[config.mk]
export PLATFORM = sky130hd
export DESIGN_NAME = chipbus_arb
export DESIGN_NICKNAME = d
export VERILOG_FILES = /design/src/rtl/chipbus_arb.sv
export SDC_FILE = /design/constraint.sdc
export NUM_CORES = 1
export LEC_CHECK = 0
export BUFFER_PORTS_ARGS = -buffer_cell sky130_fd_sc_hd__clkbuf_2
export CORE_MARGIN = 2
export CORE_UTILIZATION = 52
export CTS_BUF_LIST = sky130_fd_sc_hd__clkbuf_8
export DETAILED_ROUTE_END_ITERATION = 12
export PLACE_DENSITY = 0.81
export SYNTH_ARGS = -nofsm -noshare
export SYNTH_HDL_FRONTEND = slang
export SYNTH_SLANG_ARGS = --single-unit
export TNS_END_PERCENT = 50
[constraint.sdc]
create_clock -name fclk -period 2.25 [get_ports fclk]
set_input_delay 0.45 -clock fclk [delete_from_list [all_inputs] [get_ports fclk]]
set_output_delay 0.45 -clock fclk [all_outputs]
set_load 0.1 [all_outputs]
[src/rtl/chipbus_arb.sv]
// Two-requester sequencer for the buffered W5300/SL811 chip bus.
// Z (pulse, priority, one pending slot) and I (req/ack) share fixed-width strobes.
module chipbus_arb #(
    parameter int STRB_LEN = 5,
    parameter int RECOV    = 2,
    parameter int AW       = 10
) (
    input  logic          fclk,
    input  logic          rst,
    input  logic          z_rd_req,
    input  logic          z_wr_req,
    input  logic          z_sel,
    input  logic [AW-1:0] z_addr,
    input  logic [7:0]    z_wdata,
    output logic [7:0]    z_rdata,
    output logic          z_done,
    output logic          z_err,
    input  logic          i_req,
    input  logic          i_we,
    input  logic          i_sel,
    input  logic [AW-1:0] i_addr,
    input  logic [7:0]    i_wdata,
    output logic [7:0]    i_rdata,
    output logic          i_ack,
    output logic          w5300_cs_n,
    output logic          sl811_cs_n,
    output logic          brd_n,
    output logic          bwr_n,
    output logic [AW-1:0] b_addr,
    output logic [7:0]    b_dout,
    output logic          b_doe,
    input  logic [7:0]    b_din,
    output logic          busy
);

    typedef enum logic [1:0] {IDLE, STRB, REC} state_t;

    state_t state, state_nx;
    logic [2:0] cnt;

    logic          slot_full, slot_we, slot_sel;
    logic [AW-1:0] slot_addr;
    logic [7:0]    slot_wdata;

    logic owner_z, cur_we;
    logic grant_z, grant_i, fin;
    logic g_we, g_sel;
    logic [AW-1:0] g_addr;
    logic [7:0]    g_wdata;

    logic z_one, z_both, last;

    assign z_one  = z_rd_req ^ z_wr_req;
    assign z_both = z_rd_req & z_wr_req;
    assign last   = (cnt == 3'd1);
    assign busy   = (state != IDLE);

    always_comb begin
        state_nx = state;
        grant_z  = 1'b0;
        grant_i  = 1'b0;
        fin      = 1'b0;
        case (state)
            IDLE: begin
                if (slot_full || z_one) begin
                    grant_z  = 1'b1;
                    state_nx = STRB;
                end else if (i_req) begin
                    grant_i  = 1'b1;
                    state_nx = STRB;
                end
            end
            STRB: begin
                if (last) begin
                    fin      = 1'b1;
                    state_nx = (RECOV == 0) ? IDLE : REC;
                end
            end
            REC: begin
                if (last) state_nx = IDLE;
            end
            default: state_nx = IDLE;
        endcase
    end

    // A full slot is always older than a same-cycle pulse, so it goes first.
    always_comb begin
        g_we    = i_we;
        g_sel   = i_sel;
        g_addr  = i_addr;
        g_wdata = i_wdata;
        if (slot_full) begin
            g_we    = slot_we;
            g_sel   = slot_sel;
            g_addr  = slot_addr;
            g_wdata = slot_wdata;
        end else if (z_one) begin
            g_we    = z_wr_req;
            g_sel   = z_sel;
            g_addr  = z_addr;
            g_wdata = z_wdata;
        end
    end

    always_ff @(posedge fclk) begin
        if (rst) begin
            state      <= IDLE;
            cnt        <= '0;
            slot_full  <= 1'b0;
            slot_we    <= 1'b0;
            slot_sel   <= 1'b0;
            slot_addr  <= '0;
            slot_wdata <= '0;
            owner_z    <= 1'b0;
            cur_we     <= 1'b0;
            w5300_cs_n <= 1'b1;
            sl811_cs_n <= 1'b1;
            brd_n      <= 1'b1;
            bwr_n      <= 1'b1;
            b_doe      <= 1'b0;
            b_addr     <= '0;
            b_dout     <= '0;
            z_rdata    <= '0;
            i_rdata    <= '0;
            z_done     <= 1'b0;
            i_ack      <= 1'b0;
            z_err      <= 1'b0;
        end else begin
            state  <= state_nx;
            z_done <= 1'b0;
            i_ack  <= 1'b0;

            if (grant_z || grant_i) cnt <= 3'(STRB_LEN);
            else if (fin)           cnt <= 3'(RECOV);
            else if (cnt != 3'd0)   cnt <= cnt - 3'd1;

            if (z_both || (z_one && slot_full)) z_err <= 1'b1;
            if (grant_z && slot_full) slot_full <= 1'b0;
            // In IDLE an empty slot means the pulse is granted directly.
            if (z_one && !slot_full && state != IDLE) begin
                slot_full  <= 1'b1;
                slot_we    <= z_wr_req;
                slot_sel   <= z_sel;
                slot_addr  <= z_addr;
                slot_wdata <= z_wdata;
            end

            if (grant_z || grant_i) begin
                owner_z    <= grant_z;
                cur_we     <= g_we;
                w5300_cs_n <= g_sel;
                sl811_cs_n <= !g_sel;
                brd_n      <= g_we;
                bwr_n      <= !g_we;
                b_doe      <= g_we;
                b_addr     <= g_addr;
                b_dout     <= g_wdata;
            end

            if (fin) begin
                w5300_cs_n <= 1'b1;
                sl811_cs_n <= 1'b1;
                brd_n      <= 1'b1;
                bwr_n      <= 1'b1;
                b_doe      <= 1'b0;
                if (owner_z) begin
                    z_done <= 1'b1;
                    if (!cur_we) z_rdata <= b_din;
                end else begin
                    i_ack <= 1'b1;
                    if (!cur_we) i_rdata <= b_din;
                end
            end
        end
    end

endmodule
==> After elaboration in Yosys (flattened, before gate mapping) <==
Index checks and enable logic that the tools add are counted.
{ "word_totals": {"elab_cells": 83, "output_inout_bits": 43, "in_bits": 52, "register_bits": 70} }
{ "classes": {"bitwise": 5, "n_reduce_logical": 22, "n_eq_ne": 6, "add_sub_neg": 1, "n_mux": 27} }
{ "ops": {"columns": ["cell", "n"], "rows": [
  ["$mux 10", 2],
  ["$mux 8", 2],
  ["$mux 1", 15],
  ["$mux 3", 3],
  ["$reduce_and 3->1", 3],
  ["$mux 2", 4],
  ["$pmux 2 s3", 1],
  ["$reduce_bool 2->1", 3],
  ["$reduce_bool 3->1", 2],
  ["$reduce_or 2->1", 3],
  ["$logic_and 1x1->1", 4],
  ["$ne 2x2->1 const B", 2],
  ["$eq 3x1->1 const B", 1],
  ["$logic_not 1->1", 3],
  ["$logic_or 1x1->1", 3],
  ["$ne 3x3->1 const B", 1],
  ["$not 1->1", 3],
  ["$sub 3x1->3 const B", 1],
  ["$eq 2x1->1 const B", 1],
  ["$eq 2x2->1 const B", 1],
  ["$logic_not 2->1", 1],
  ["$and 1x1->1", 1],
  ["$xor 1x1->1", 1]
]} }

==> Logic depth before layout (Yosys ltp) <==
{ "logic_depth": {"depth_word": 7, "depth_mapped": 8} }

==> Worst setup path after synthesis <==
No wires, ideal clock.
{ "synth_timing": {"kind": "input to register", "startpoint": "input port z_rd_req", "endpoint": "register b_addr[0]", "arrival_time_ns": 1.669, "cell_stages": 7, "t_required_ns": 2.183, "setup_slack_ns": 0.514, "path_cell_list": "ha_1 -> buf_2 -> nor3_1 -> or2b_1 -> buf_2 -> nand3b_1 -> o21ai_2"} }
{ "synth_between": {"elab_chain_len": 5, "word_cells_on_any_way": 9, "classes_between": "mux: 6; bitwise: 1; reduce/logical: 2"} }
{ "synth_lines": {"columns": ["item", "line_no", "source"], "rows": [
  ["from (decl)", "10", "input logic z_rd_req,"],
  ["$xor 1x1->1 (*)", "53", "assign z_one = z_rd_req ^ z_wr_req;"],
  ["$logic_or 1x1->1", "65", "if (slot_full || z_one) begin"],
  ["$mux 1", "65", null],
  ["$mux 1", "63", "case (state)"],
  ["$logic_or 1x1->1", "148", "if (grant_z || grant_i) begin"],
  ["to (signal assigned)", "156", "b_addr <= g_addr;"],
  ["to (decl)", "29", "output logic [AW-1:0] b_addr,"]
]} }
Every way passes the cells marked *; elsewhere a longest branch is shown, timed or not.
A chain may end at the register's enable or synchronous reset.

==> Final worst setup path <==
{ "layout_timing": {"startpoint": "register state[0]", "endpoint": "output port busy"} }
{ "layout_between": {"elab_chain_len": 1} }
{ "layout_lines": {"columns": ["item", "line_no", "source"], "rows": [
  ["from (decl)", "38", "state_t state, state_nx;"],
  ["from (signal assigned)", "129", "state <= state_nx;"],
  ["$reduce_bool 2->1", "56", "assign busy = (state != IDLE);"],
  ["to (decl)", "33", "output logic busy"]
]} }
Every way passes these cells.

==> impl_results.md <==
* Setup TNS at 0 ps
* Top_reg_cell synth: dfxtp_1
* Hold Vio Cnt, Final at 0
* Post-Syn Area per Cell at 8.621 um^2
* Leak at 1.664 nW
* Tmin final at 1834 ps
* Max Cap Viol at 0
* Initial Utilization at 0.5400
* Worst VDD drop at 0.0007809 V
* Synth async-reset ratio at 0
* Top cells by area, synth: dfxtp_1 (47%), nand2_1 (10%), mux2i_1 (9.4%)
* Die Y at between 70 and 80 um
* Data required time of the worst path at 1800 ps
* Area leader, netlist: dfxtp_1
* First-pass DRT Iterations at 4
* Slew margin rel. at 0.6023
* RePlAce Congestion at between 0.8 and 0.9
* Max stage delay on crit path at 470 ps
* Root buffer cell: clkbuf_8
* Unrepaired setup endpoints after global routing: false
* Syn Inst Count at 347
* CTS tree: yes
* Post-CTS resize count at 0
* Post-CTS Setup Bufs at 0
* Clock Tree Buf Depth at 2
* Least-Margin Pin Slew at approximately 600 ps
* Worst-path fanout max at 5
* Status: completed
* Most numerous cell in the Yosys netlist: nand2_1
* Cell variety after synth at 36
* FILL cells at 467
* First-pass GRT wire length at 10.95 mm
* Detailed Route WL at 6.827 mm
* Drt wl/cell at 13.31 um
* Layout area overhead at 23.13%
* WS Path Type: reg -> out
* Chip Width at 79.85 um
* Post-synthesis sequential area ratio at 0.4684
* Worst Skew at 7.415 ps
* Via count of the first global-routing pass at 2,492
* 1st-iter DRT viols at 112
* Yosys reg bits at 70
* Crit path buffers/inverters at 2
* Routed vias at about 2,700
* Share of cells above drive strength 1 at 0.2971
* Largest net degree at the start of global routing at 50
* FP Rows at 27
* Tcrit/Tclk final at 0.8149
* Final ANT Viol Nets at 0
* Clk_lat worst skew at between 300 and 400 ps
* Crit-path slowest cell: clkbuf_2
* Pins Over Slew Limit at 0
* Worst setup SP type: register
* Mapped cell area at 2992 um^2
* Cell Pwr Density at 1193 nW/um^2
* Synthesized Nets at 403
* Yosys top cell area share at 0.4684
* Maximum clock frequency at approximately 550 MHz
* Worst path top cell family by delay: buffers and inverters
* PortBufs at between 90 and 100
* Pwr Total at 4.396 mW
* Placeable Area at approximately 5500 um^2
* CTS H-Tree Depth at 3
* EDFF count, synth at 0
* Nets at between 400 and 500
* CP Cell Sequence: nor2_4, inv_2, clkbuf_2
* HP Class: in -> reg
* Clock sink count at 70
* Vias per std cell at 5.250
* GRT Residual Overflow at 0
* Total track usage at 0.2214
* HPWL after detailed placement at roughly 4.7 mm
* Setup violations, final at 0
* Die area at roughly 6400 um^2
* Ports at 95
* Drt drc at 0
* Yosys warning count at 0
* Critical Path AT at 1380 ps
* Num CTS Buffers at 9
* Hold buffers post-CTS at 0
* Clk slew on worst S/H paths at 70 ps
* ANT cells at 0
* Synth top cells by count: nand2_1 (82), dfxtp_1 (70), a21oi_1 (35)
* Worst setup EP type: primary output
* Initial antenna violation count at 0
-- cell type report --
type,count,area [um^2],share of cell area
clock inverters,2,7.507,0.002038
repair buffers,104,545.5,0.1481
clock buffers,13,178.9,0.04857
well taps,72,90.09,0.02446
flip-flops and latches,70,1401,0.3804
inverters,4,15.01,0.004076
multi-input cells,248,1445,0.3923
-- cell usage in the layout, fill, tap and decap left out --
cell type	Yosys	final
inv_2	1	1
a21oi_1	35	35
o211ai_1	1	1
nor3b_1	1	1
nand3b_1	20	20
or3_1	2	2
nor2_1	14	14
or2b_1	1	1
clkbuf_2	0	94
nand2b_1	4	4
mux2_2	1	1
nor3_1	3	3
o211a_1	1	1
dfxtp_1	70	70
ha_1	4	4
nor3_2	1	1
o21ai_2	9	9
nor3b_2	1	1
o21bai_1	1	1
nor2_4	1	1
nand2_1	82	82
nand3_1	1	1
nand4bb_1	1	1
o21ai_0	30	30
a21o_1	1	1
mux2i_1	28	28
and3_1	1	1
a211o_1	1	1
xnor2_1	1	1
a211oi_1	2	2
clkbuf_8	0	13
inv_1	3	5
buf_4	1	10
-- flip-flops by register name (all words and copies together), names as in the netlist, 2 cells and up --
| signal | cells |
|---|---|
| b_dout | 8 |
| slot_addr | 10 |
| z_rdata | 8 |
| cnt | 3 |
| state | 2 |
| b_addr | 10 |
| i_rdata | 8 |
| slot_wdata | 8 |
-- worst reg2reg max path, delay by kind of cell (launching register included) --
family | cells | cell delay (ps)
mux | 1 | 230
flops | 1 | 310
simple gates | 3 | 490
fa+ha+maj | 1 | 200
buf+inv | 2 | 310
-- metrics by stage --
stage	util	hold WS (ps)	setup WS (ps)	cell area, um^2	cells
floorplan	-	433.2	513.6	2992	347
global placement	0.6312	438.0	230.0	3497	498
detailed placement	0.6312	443.7	217.0	3497	498
CTS	0.6649	330.2	409.1	3684	513
global route	0.6649	343.0	362.6	3684	513
finish	0.6649	333.7	416.4	3684	513
-- path summary, 6_finish.rpt --
kind / from / end / slack [ps] / depth (start not counted)
min: z_wdata[1] / slot_wdata[1] / 330 / 3
min reg2reg: slot_addr[6] / slot_addr[6] / 450 / 2
max: state[0] / busy / 420 / 3
max reg2reg: cnt[1] / z_rdata[2] / 590 / 7
-- routing by layer --
| layer | up-vias | GRT usage | share of wire |
|---|---|---|---|
| met5 | - | 0 | 0 |
| met4 | 0 | 0.1424 | 0.035 |
| met3 | 23 | 0.03620 | 0.053 |
| met2 | 87 | 0.3622 | 0.47 |
| met1 | 1221 | 0.2690 | 0.44 |
| li1 | 1362 | - | - |
-- logic make-up after synthesis --
| kind of cell | share of synthesized area |
|---|---|
| compound gates | 0.1539 |
| buf+inv | 0.04851 |
| simple gates | 0.2120 |
| fa+ha+maj | 0.01673 |
| flops | 0.4684 |
| mux | 0.09745 |
| xor+xnor | 0.002928 |
-- power breakdown --
part | total (mW) | switching [mW] | internal [mW]
combinational | 1.87 | 1.45 | 0.424
clock | 0.945 | 0.438 | 0.508
sequential | 1.58 | 0.132 | 1.44
Power figures use the tool's default switching activity.
